$ cat config.mk
export PLATFORM = sky130hd
export DESIGN_NAME = pe_wrapper_mc_flat
export DESIGN_NICKNAME = d
export VERILOG_FILES = /design/src/rtl/pe_wrapper_mc_if.sv /design/src/rtl/pe_wrapper_mc.sv /design/src/flat_wrapper.sv
export SDC_FILE = /design/constraint.sdc
export NUM_CORES = 1
export LEC_CHECK = 0
export CORE_MARGIN = 2
export CORE_UTILIZATION = 48
export CTS_CLUSTER_SIZE = 24
export DETAILED_ROUTE_END_ITERATION = 7
export GPL_TIMING_DRIVEN = 0
export PLACE_DENSITY = 0.84
export SYNTH_ARGS = -nofsm -noshare
export SYNTH_HDL_FRONTEND = slang
export SYNTH_HIERARCHICAL = 1
export SYNTH_SLANG_ARGS = --single-unit
$ cat constraint.sdc
create_clock -name clk -period 3.4 [get_ports clk]
set_input_delay 1.02 -clock clk [delete_from_list [all_inputs] [get_ports clk]]
set_output_delay 1.02 -clock clk [all_outputs]
set_load 0.02 [all_outputs]
$ cat src/rtl/pe_wrapper_mc_if.sv
// Channel bundle between the PE wrapper, its upstream network and the PE core.
// Carries ifmap/filter/ipsum ingress, core-side FIFO heads, opsum return path.
// slave = wrapper side, master = network/core side.
interface pe_wrapper_mc_if #(
  parameter int DATA_SIZE  = 8,
  parameter int IFMAP_NUM  = 1,
  parameter int FILTER_NUM = 4,
  parameter int IPSUM_NUM  = 1,
  parameter int OPSUM_NUM  = 1,
  parameter int ID_BIT     = 4
);
  logic [IFMAP_NUM*DATA_SIZE+ID_BIT:0]  ifmap_in;
  logic                                 ifmap_ready;
  logic [IFMAP_NUM*DATA_SIZE-1:0]       core_ifmap;
  logic                                 core_ifmap_valid;
  logic                                 core_ifmap_ready;

  logic [FILTER_NUM*DATA_SIZE+ID_BIT:0] filter_in;
  logic                                 filter_ready;
  logic [FILTER_NUM*DATA_SIZE-1:0]      core_filter;
  logic                                 core_filter_valid;
  logic                                 core_filter_ready;

  logic [IPSUM_NUM*DATA_SIZE+ID_BIT:0]  ipsum_in;
  logic                                 ipsum_ready;
  logic [IPSUM_NUM*DATA_SIZE-1:0]       core_ipsum;
  logic                                 core_ipsum_valid;
  logic                                 core_ipsum_ready;

  logic [OPSUM_NUM*DATA_SIZE-1:0]       core_opsum;
  logic                                 core_opsum_valid;
  logic                                 core_opsum_ready;
  logic [OPSUM_NUM*DATA_SIZE:0]         opsum_out;
  logic                                 opsum_ready;

  modport slave (
    input  ifmap_in,  output ifmap_ready,  output core_ifmap,  output core_ifmap_valid,  input core_ifmap_ready,
    input  filter_in, output filter_ready, output core_filter, output core_filter_valid, input core_filter_ready,
    input  ipsum_in,  output ipsum_ready,  output core_ipsum,  output core_ipsum_valid,  input core_ipsum_ready,
    input  core_opsum, input core_opsum_valid, output core_opsum_ready,
    output opsum_out,  input opsum_ready
  );

  modport master (
    output ifmap_in,  input ifmap_ready,  input core_ifmap,  input core_ifmap_valid,  output core_ifmap_ready,
    output filter_in, input filter_ready, input core_filter, input core_filter_valid, output core_filter_ready,
    output ipsum_in,  input ipsum_ready,  input core_ipsum,  input core_ipsum_valid,  output core_ipsum_ready,
    output core_opsum, output core_opsum_valid, input core_opsum_ready,
    input  opsum_out,  output opsum_ready
  );
endinterface

$ cat src/rtl/pe_wrapper_mc.sv
// Multicast PE wrapper: tag-filtered input FIFOs, opsum FIFO, config/ID latch, IDLE/RUN/DRAIN FSM.
// Latency: accepted word visible at the core one cycle after the push edge; opsum likewise downstream.
// Backpressure: ready drops only when a matching beat meets a full FIFO; mismatched beats are sunk in RUN.

// Generic synchronous FIFO, head read straight from storage (no pass-through when full).
module pe_wrapper_mc_fifo #(
  parameter int W     = 8,
  parameter int DEPTH = 4
) (
  input  logic         clk,
  input  logic         rst,
  input  logic         push,
  input  logic [W-1:0] din,
  input  logic         pop,
  output logic [W-1:0] dout,
  output logic         full,
  output logic         empty
);
  localparam int AW = $clog2(DEPTH);

  logic [W-1:0] mem [DEPTH];
  logic [AW:0]  wr_ptr;
  logic [AW:0]  rd_ptr;
  logic         do_push;
  logic         do_pop;

  assign empty   = (wr_ptr == rd_ptr);
  assign full    = (wr_ptr[AW] != rd_ptr[AW]) && (wr_ptr[AW-1:0] == rd_ptr[AW-1:0]);
  assign do_push = push && !full;
  assign do_pop  = pop && !empty;
  assign dout    = mem[rd_ptr[AW-1:0]];

  // Pointer and storage update; extra MSB on pointers separates full from empty.
  always_ff @(posedge clk) begin
    if (rst) begin
      wr_ptr <= '0;
      rd_ptr <= '0;
      for (int i = 0; i < DEPTH; i++) mem[i] <= '0;
    end else begin
      if (do_push) begin
        mem[wr_ptr[AW-1:0]] <= din;
        wr_ptr              <= wr_ptr + 1'b1;
      end
      if (do_pop) rd_ptr <= rd_ptr + 1'b1;
    end
  end
endmodule

// One tagged ingress channel: multicast match, ready generation, FIFO to core.
module pe_wrapper_mc_chan #(
  parameter int DATA_SIZE  = 8,
  parameter int NUM        = 1,
  parameter int ID_BIT     = 4,
  parameter int FIFO_DEPTH = 4
) (
  input  logic                          clk,
  input  logic                          rst,
  input  logic                          run,
  input  logic [ID_BIT-1:0]             my_id,
  input  logic [NUM*DATA_SIZE+ID_BIT:0] x_in,
  output logic                          x_ready,
  output logic [NUM*DATA_SIZE-1:0]      core_x,
  output logic                          core_x_valid,
  input  logic                          core_x_ready,
  output logic                          empty
);
  localparam int DW = NUM * DATA_SIZE;

  logic              beat_valid;
  logic [ID_BIT-1:0] tag;
  logic [DW-1:0]     data;
  logic              match;
  logic              full;

  assign beat_valid   = x_in[DW+ID_BIT];
  assign tag          = x_in[DW+ID_BIT-1:DW];
  assign data         = x_in[DW-1:0];
  assign match        = (tag == my_id) || (tag == {ID_BIT{1'b1}});
  // Beats not addressed to us are sunk so they never stall the multicast bus.
  assign x_ready      = run && (!match || !full);
  assign core_x_valid = !empty;

  pe_wrapper_mc_fifo #(.W(DW), .DEPTH(FIFO_DEPTH)) u_fifo (
    .clk   (clk),
    .rst   (rst),
    .push  (beat_valid && match && x_ready),
    .din   (data),
    .pop   (core_x_valid && core_x_ready),
    .dout  (core_x),
    .full  (full),
    .empty (empty)
  );
endmodule

module pe_wrapper_mc #(
  parameter int DATA_SIZE  = 8,
  parameter int IFMAP_NUM  = 1,
  parameter int FILTER_NUM = 4,
  parameter int IPSUM_NUM  = 1,
  parameter int OPSUM_NUM  = 1,
  parameter int ID_BIT     = 4,
  parameter int FIFO_DEPTH = 4,
  parameter int CFG_W      = 39
) (
  input  logic              clk,
  input  logic              rst,
  input  logic              enable,
  input  logic              id_set,
  input  logic [ID_BIT-1:0] id_in,
  input  logic              cfg_set,
  input  logic [CFG_W-1:0]  cfg_in,
  pe_wrapper_mc_if.slave    bus,
  output logic [CFG_W-1:0]  core_cfg,
  output logic              core_cfg_valid,
  output logic              core_enable,
  output logic [1:0]        state,
  output logic              done,
  output logic              cfg_err,
  output logic [15:0]       opsum_count
);
  typedef enum logic [1:0] {
    IDLE  = 2'b00,
    RUN   = 2'b01,
    DRAIN = 2'b10
  } state_t;

  localparam int OW = OPSUM_NUM * DATA_SIZE;

  state_t            st;
  logic [ID_BIT-1:0] my_id;
  logic              cfg_loaded;
  logic              run;
  logic              ifmap_empty;
  logic              filter_empty;
  logic              ipsum_empty;
  logic              opsum_empty;
  logic              opsum_full;
  logic [OW-1:0]     opsum_head;
  logic              opsum_push;
  logic              opsum_pop;
  logic              all_empty;

  assign run         = (st == RUN);
  assign state       = st;
  assign core_enable = (st != IDLE);
  assign all_empty   = ifmap_empty && filter_empty && ipsum_empty && opsum_empty;

  pe_wrapper_mc_chan #(.DATA_SIZE(DATA_SIZE), .NUM(IFMAP_NUM), .ID_BIT(ID_BIT), .FIFO_DEPTH(FIFO_DEPTH)) u_ifmap (
    .clk(clk), .rst(rst), .run(run), .my_id(my_id),
    .x_in(bus.ifmap_in), .x_ready(bus.ifmap_ready),
    .core_x(bus.core_ifmap), .core_x_valid(bus.core_ifmap_valid), .core_x_ready(bus.core_ifmap_ready),
    .empty(ifmap_empty)
  );

  pe_wrapper_mc_chan #(.DATA_SIZE(DATA_SIZE), .NUM(FILTER_NUM), .ID_BIT(ID_BIT), .FIFO_DEPTH(FIFO_DEPTH)) u_filter (
    .clk(clk), .rst(rst), .run(run), .my_id(my_id),
    .x_in(bus.filter_in), .x_ready(bus.filter_ready),
    .core_x(bus.core_filter), .core_x_valid(bus.core_filter_valid), .core_x_ready(bus.core_filter_ready),
    .empty(filter_empty)
  );

  pe_wrapper_mc_chan #(.DATA_SIZE(DATA_SIZE), .NUM(IPSUM_NUM), .ID_BIT(ID_BIT), .FIFO_DEPTH(FIFO_DEPTH)) u_ipsum (
    .clk(clk), .rst(rst), .run(run), .my_id(my_id),
    .x_in(bus.ipsum_in), .x_ready(bus.ipsum_ready),
    .core_x(bus.core_ipsum), .core_x_valid(bus.core_ipsum_valid), .core_x_ready(bus.core_ipsum_ready),
    .empty(ipsum_empty)
  );

  // Opsum path keeps accepting core results while draining so the core can finish.
  assign bus.core_opsum_ready = (st != IDLE) && !opsum_full;
  assign opsum_push           = bus.core_opsum_valid && bus.core_opsum_ready;
  assign opsum_pop            = !opsum_empty && bus.opsum_ready;
  assign bus.opsum_out        = {!opsum_empty, opsum_head};

  pe_wrapper_mc_fifo #(.W(OW), .DEPTH(FIFO_DEPTH)) u_opsum (
    .clk   (clk),
    .rst   (rst),
    .push  (opsum_push),
    .din   (bus.core_opsum),
    .pop   (opsum_pop),
    .dout  (opsum_head),
    .full  (opsum_full),
    .empty (opsum_empty)
  );

  // Control FSM with config/ID latching, error flag, done pulse and delivered-beat counter.
  always_ff @(posedge clk) begin
    if (rst) begin
      st             <= IDLE;
      my_id          <= '0;
      core_cfg       <= '0;
      core_cfg_valid <= 1'b0;
      cfg_loaded     <= 1'b0;
      cfg_err        <= 1'b0;
      done           <= 1'b0;
      opsum_count    <= '0;
    end else begin
      core_cfg_valid <= 1'b0;
      done           <= 1'b0;
      if (opsum_pop && (opsum_count != 16'hFFFF)) opsum_count <= opsum_count + 16'd1;
      case (st)
        IDLE: begin
          if (cfg_set) begin
            core_cfg       <= cfg_in;
            core_cfg_valid <= 1'b1;
            cfg_loaded     <= 1'b1;
          end
          if (id_set) my_id <= id_in;
          if (enable && cfg_loaded) begin
            st          <= RUN;
            opsum_count <= '0;
          end
        end
        RUN: begin
          if (cfg_set || id_set) cfg_err <= 1'b1;
          if (!enable) st <= DRAIN;
        end
        DRAIN: begin
          // enable is deliberately not looked at here: a drain always completes.
          if (cfg_set || id_set) cfg_err <= 1'b1;
          if (all_empty) begin
            st   <= IDLE;
            done <= 1'b1;
          end
        end
        default: st <= IDLE;
      endcase
    end
  end
endmodule

$ cat src/flat_wrapper.sv
// flat-port wrapper written by rule: the top's interface ports become plain ports
module pe_wrapper_mc_flat 
#(
  parameter int DATA_SIZE  = 8,
  parameter int IFMAP_NUM  = 1,
  parameter int FILTER_NUM = 4,
  parameter int IPSUM_NUM  = 1,
  parameter int OPSUM_NUM  = 1,
  parameter int ID_BIT     = 4,
  parameter int FIFO_DEPTH = 4,
  parameter int CFG_W      = 39
)
  (clk, rst, enable, id_set, id_in, cfg_set, cfg_in, core_cfg, core_cfg_valid, core_enable, state, done, cfg_err, opsum_count, bus_ifmap_in, bus_ifmap_ready, bus_core_ifmap, bus_core_ifmap_valid, bus_core_ifmap_ready, bus_filter_in, bus_filter_ready, bus_core_filter, bus_core_filter_valid, bus_core_filter_ready, bus_ipsum_in, bus_ipsum_ready, bus_core_ipsum, bus_core_ipsum_valid, bus_core_ipsum_ready, bus_core_opsum, bus_core_opsum_valid, bus_core_opsum_ready, bus_opsum_out, bus_opsum_ready);
  pe_wrapper_mc_if #(.DATA_SIZE(DATA_SIZE), .IFMAP_NUM(IFMAP_NUM), .FILTER_NUM(FILTER_NUM), .IPSUM_NUM(IPSUM_NUM), .OPSUM_NUM(OPSUM_NUM), .ID_BIT(ID_BIT)) bus_i ();
  input  logic clk;
  input  logic rst;
  input  logic enable;
  input  logic id_set;
  input  logic [ID_BIT-1:0] id_in;
  input  logic cfg_set;
  input  logic [CFG_W-1:0] cfg_in;
  output logic [CFG_W-1:0] core_cfg;
  output logic core_cfg_valid;
  output logic core_enable;
  output logic [1:0] state;
  output logic done;
  output logic cfg_err;
  output logic [15:0] opsum_count;
  input wire logic [$bits(bus_i.ifmap_in)-1:0] bus_ifmap_in;
  output wire logic [$bits(bus_i.ifmap_ready)-1:0] bus_ifmap_ready;
  output wire logic [$bits(bus_i.core_ifmap)-1:0] bus_core_ifmap;
  output wire logic [$bits(bus_i.core_ifmap_valid)-1:0] bus_core_ifmap_valid;
  input wire logic [$bits(bus_i.core_ifmap_ready)-1:0] bus_core_ifmap_ready;
  input wire logic [$bits(bus_i.filter_in)-1:0] bus_filter_in;
  output wire logic [$bits(bus_i.filter_ready)-1:0] bus_filter_ready;
  output wire logic [$bits(bus_i.core_filter)-1:0] bus_core_filter;
  output wire logic [$bits(bus_i.core_filter_valid)-1:0] bus_core_filter_valid;
  input wire logic [$bits(bus_i.core_filter_ready)-1:0] bus_core_filter_ready;
  input wire logic [$bits(bus_i.ipsum_in)-1:0] bus_ipsum_in;
  output wire logic [$bits(bus_i.ipsum_ready)-1:0] bus_ipsum_ready;
  output wire logic [$bits(bus_i.core_ipsum)-1:0] bus_core_ipsum;
  output wire logic [$bits(bus_i.core_ipsum_valid)-1:0] bus_core_ipsum_valid;
  input wire logic [$bits(bus_i.core_ipsum_ready)-1:0] bus_core_ipsum_ready;
  input wire logic [$bits(bus_i.core_opsum)-1:0] bus_core_opsum;
  input wire logic [$bits(bus_i.core_opsum_valid)-1:0] bus_core_opsum_valid;
  output wire logic [$bits(bus_i.core_opsum_ready)-1:0] bus_core_opsum_ready;
  output wire logic [$bits(bus_i.opsum_out)-1:0] bus_opsum_out;
  input wire logic [$bits(bus_i.opsum_ready)-1:0] bus_opsum_ready;
  assign bus_i.ifmap_in = bus_ifmap_in;
  assign bus_ifmap_ready = bus_i.ifmap_ready;
  assign bus_core_ifmap = bus_i.core_ifmap;
  assign bus_core_ifmap_valid = bus_i.core_ifmap_valid;
  assign bus_i.core_ifmap_ready = bus_core_ifmap_ready;
  assign bus_i.filter_in = bus_filter_in;
  assign bus_filter_ready = bus_i.filter_ready;
  assign bus_core_filter = bus_i.core_filter;
  assign bus_core_filter_valid = bus_i.core_filter_valid;
  assign bus_i.core_filter_ready = bus_core_filter_ready;
  assign bus_i.ipsum_in = bus_ipsum_in;
  assign bus_ipsum_ready = bus_i.ipsum_ready;
  assign bus_core_ipsum = bus_i.core_ipsum;
  assign bus_core_ipsum_valid = bus_i.core_ipsum_valid;
  assign bus_i.core_ipsum_ready = bus_core_ipsum_ready;
  assign bus_i.core_opsum = bus_core_opsum;
  assign bus_i.core_opsum_valid = bus_core_opsum_valid;
  assign bus_core_opsum_ready = bus_i.core_opsum_ready;
  assign bus_opsum_out = bus_i.opsum_out;
  assign bus_i.opsum_ready = bus_opsum_ready;
  pe_wrapper_mc #(.DATA_SIZE(DATA_SIZE), .IFMAP_NUM(IFMAP_NUM), .FILTER_NUM(FILTER_NUM), .IPSUM_NUM(IPSUM_NUM), .OPSUM_NUM(OPSUM_NUM), .ID_BIT(ID_BIT), .FIFO_DEPTH(FIFO_DEPTH), .CFG_W(CFG_W)) u_core (.clk(clk), .rst(rst), .enable(enable), .id_set(id_set), .id_in(id_in), .cfg_set(cfg_set), .cfg_in(cfg_in), .bus(bus_i), .core_cfg(core_cfg), .core_cfg_valid(core_cfg_valid), .core_enable(core_enable), .state(state), .done(done), .cfg_err(cfg_err), .opsum_count(opsum_count));
endmodule
==> reports/qor.txt <==
initial cell density of the core: 0.4907
Critical Path Sink Type: flop
Crit path max-delay family: compound AO/OA/AOI/OAI gates
syn avg cell area: 11.66 µm²
post-DP HPWL: 25.24 mm
Vias per Instance: 5.657
Critical Path AT: 3560 ps
Max Slew Vio Count: 0
GRT Total Usage: 0.2312
FP Rows: 63
first-pass GRT wire length: 58.10 mm
pin count of the biggest net entering global routing: 33
num ports: 249
CTS tree: yes
Post-Place Cells: 1895
Post-Syn Area: 14660 µm²
fmax: 0.2918 GHz
Hold Buf Count CTS: 0
Critical path origin: bus_filter_in[34]
final setup fails: 19
max_slew headroom: 0.1457
run status: complete, but fails checks
WP depth: 6
hold path cells: 2
internal power: 0.008356 W
CP max stage delay: 830 ps
Filler cells: 2186
Clock Skews: 18.51 ps
routability cong.: 0.8241
Power Dens Cells: 612.1 nW/µm²
post-synthesis register bit count: 321
core area: 29870 µm²
number of synthesized flops with an enable pin: 224
DR vias: 11110
DIE AREA: 31950 µm²
top cells by area, synth: edfxtp_1, dfxtp_1, mux4_2
ys async rst share: 0
power share of the clock group: 0.346
failing checks: negative setup slack
Post-Syn Instances: 1257
count leader, synth: nor2_1
yosys warns: 6
combinational share of power: 0.261
R2R cell count: 8
CP Cell Sequence: clkdlybuf4s50_1 > xor2_1 > o41ai_2 > and4b_1 > clkbuf_1 > a41o_2
GRT overflow: 0
die extent in y: 178.8 µm
Mapped Nets: 1394
Pre-antenna DRT Iters: 5
clock root buffer: clkbuf_16
Critical Path RT: 3540 ps
area leader, netlist: edfxtp_1
vias in the first global route: 11570
Hold Fails Final Rpt: 0
Hold Path Origin: u_core/core_cfg[8]
fin util: 0.6428
top post-synthesis cells by count: nor2_1, edfxtp_1, nand2_1, dfxtp_1, a21oi_1
die width: 178.8 µm
peak supply drop: 0.4433 mV
total wire length: 37.16 mm
share of the synthesized area in the top cell type: 0.4589
crit start category: primary input
worst-skew pair later-pin latency: 530 ps
initial antenna violation count: 2
Leak: 6.977 nW
worst slew pin tran: 1281 ps
Clock Path Buffers: 3
Net Sw Frac: 0.2892
sequential share of the synthesized area: 0.5913
DRC viols: 0
Syn-to-layout area delta: 31.01%
# port buffers: 248
switching pwr: 0.003400 W
fin crit period: 3427 ps
Finished Layout Cells: 1964
Synth cell types: 64
Final Cycle Share: 1.008
min-delay worst type: reg -> reg
Main synth FF type: edfxtp_1
post-route ant nets: 0
critical path's slowest cell: a41o_2
share of power burned in registers: 0.393
WS Path Type: in -> reg
CTS H-Tree Depth: 2
Final #Nets: 1683
layout cell share with drive strength beyond 1: 0.1437
setup ws final: -27.44 ps
largest fanout on the critical path: 32
drt wl/cell: 18.92 µm
reg2reg start: u_core/u_filter/u_fifo/wr_ptr[0]
Clock Sinks: 321
Buf+Inv Stages, Crit Path: 2
initial drt markers: 1051
TritonCTS Buffers: 36
Max-Cap Viols: 0
CTS clk-pin slew, worst paths: 50 ps
==> final timing paths <==
check                                                         end  slack, ps
worst max-delay path            u_core/u_filter/u_fifo/mem[3][14]        -30
worst min register to register                 u_core/core_cfg[8]        450
worst min-delay path                           u_core/core_cfg[8]        450
worst max register to register  u_core/u_filter/u_fifo/mem[3][14]        100
==> tightest hold or removal path, stage by stage, from the launching register on <==
cell and delay (ps):
dfxtp_1 300, nand2_1 50, a21oi_1 50
==> routing by layer <==
metal | vias up | GRT usage | wire [µm] | share of wire
met1 | 5426 | 0.2669 | 14010 | 0.38
met3 | 83 | 0.05153 | 2744 | 0.074
li1 | 5139 | - | - | -
met5 | - | 0 | 13 | 0.00035
met4 | 2 | 0.07995 | 1048 | 0.028
met2 | 460 | 0.4218 | 19350 | 0.52
==> state kept, by name, summed over array words and instances (netlist names), 2 cells and up, named ones only <==
register and count:
u_core/u_ifmap/u_fifo/rd_ptr 3, u_core/u_filter/u_fifo/mem 128, u_core/u_ifmap/u_fifo/wr_ptr 3, u_core/opsum_count 16
u_core/state 2, u_core/u_opsum/rd_ptr 3, u_core/u_filter/u_fifo/wr_ptr 3, u_core/u_ipsum/u_fifo/wr_ptr 3
u_core/u_ipsum/u_fifo/mem 32, u_core/u_filter/u_fifo/rd_ptr 3, u_core/core_cfg 39, u_core/my_id 4
u_core/u_opsum/wr_ptr 3, u_core/u_opsum/mem 32, u_core/u_ifmap/u_fifo/mem 32, u_core/u_ipsum/u_fifo/rd_ptr 3
==> cells by family (layout without fill, tap and decap cells) <==
logic type	after synthesis	in the layout	share of synthesized area
and+or+nand+nor	546	546	0.1697
DFF	321	321	0.5913
AOI/OAI and AO/OA	177	177	0.08177
buffers and inverters	105	421	0.03346
muxes	59	59	0.08808
xor gates and xnor gates	36	36	0.02458
adders and majority gates	13	13	0.01110
other	0	1	0
==> cell usage in the layout, fill, tap and decap left out, types with 26 or more instances in the layout <==
| master | Yosys | final |
|---|---|---|
| clkdlybuf4s50_1 | 0 | 235 |
| dfxtp_1 | 97 | 96 |
| o21ai_0 | 26 | 26 |
| edfxtp_1 | 224 | 224 |
| nand4_1 | 31 | 31 |
| clkbuf_16 | 0 | 36 |
| clkbuf_1 | 29 | 33 |
| a21oi_1 | 64 | 64 |
| nor2b_1 | 26 | 26 |
| nand2_1 | 162 | 162 |
| mux4_2 | 56 | 56 |
| nor2_1 | 234 | 234 |
==> power groups by stage <==
stage / combinational, W / clock (W) / sequential, W
2_1_floorplan: 0.00167 / 0 / 0.00477
3_3_place_gp: 0.00293 / 0 / 0.00466
3_5_place_dp: 0.00298 / 0 / 0.00469
4_1_cts: 0.00304 / 0.00413 / 0.00462
5_1_grt: 0.00329 / 0.00428 / 0.00465
6_report: 0.00307 / 0.00407 / 0.00462
==> per-stage QoR <==
step / setup slack [ps] / TNS (ps) / area [µm²] / hold WS (ps) / power (W)
2_1_floorplan: 155.3 / 0 / 14660 / 462.5 / 0.006443
3_3_place_gp: -1176 / -165730 / 17630 / 440.7 / 0.007598
3_5_place_dp: -711.7 / -160040 / 17630 / 446.2 / 0.007670
4_1_cts: -104.8 / -7850 / 19020 / 452.4 / 0.01179
5_1_grt: -48.49 / -1122 / 19200 / 472.8 / 0.01221
6_report: -27.44 / -152.0 / 19200 / 453.0 / 0.01176
==> cell type report <==
| type | instances | area [µm²] | area share |
|---|---|---|---|
| clock buffer | 47 | 982.2 | 0.05114 |
| tap | 390 | 488.0 | 0.02541 |
| antenna | 1 | 2.502 | 0.0001303 |
| timing repair buffer | 252 | 2516 | 0.1310 |
| clock inverter | 18 | 266.5 | 0.01388 |
| inverter | 29 | 111.4 | 0.005798 |
| sequential | 321 | 8670 | 0.4514 |
| multi-input combinational | 831 | 5768 | 0.3003 |
| buffer | 75 | 400.4 | 0.02085 |
==> what timing repair did <==
item                       in CTS  in global routing
buffers inserted                1                  3
gates resized for setup        47                 28
setup endpoints to repair     166                158
pin swaps                       3                  2
(Power assumes the default switching activity.)
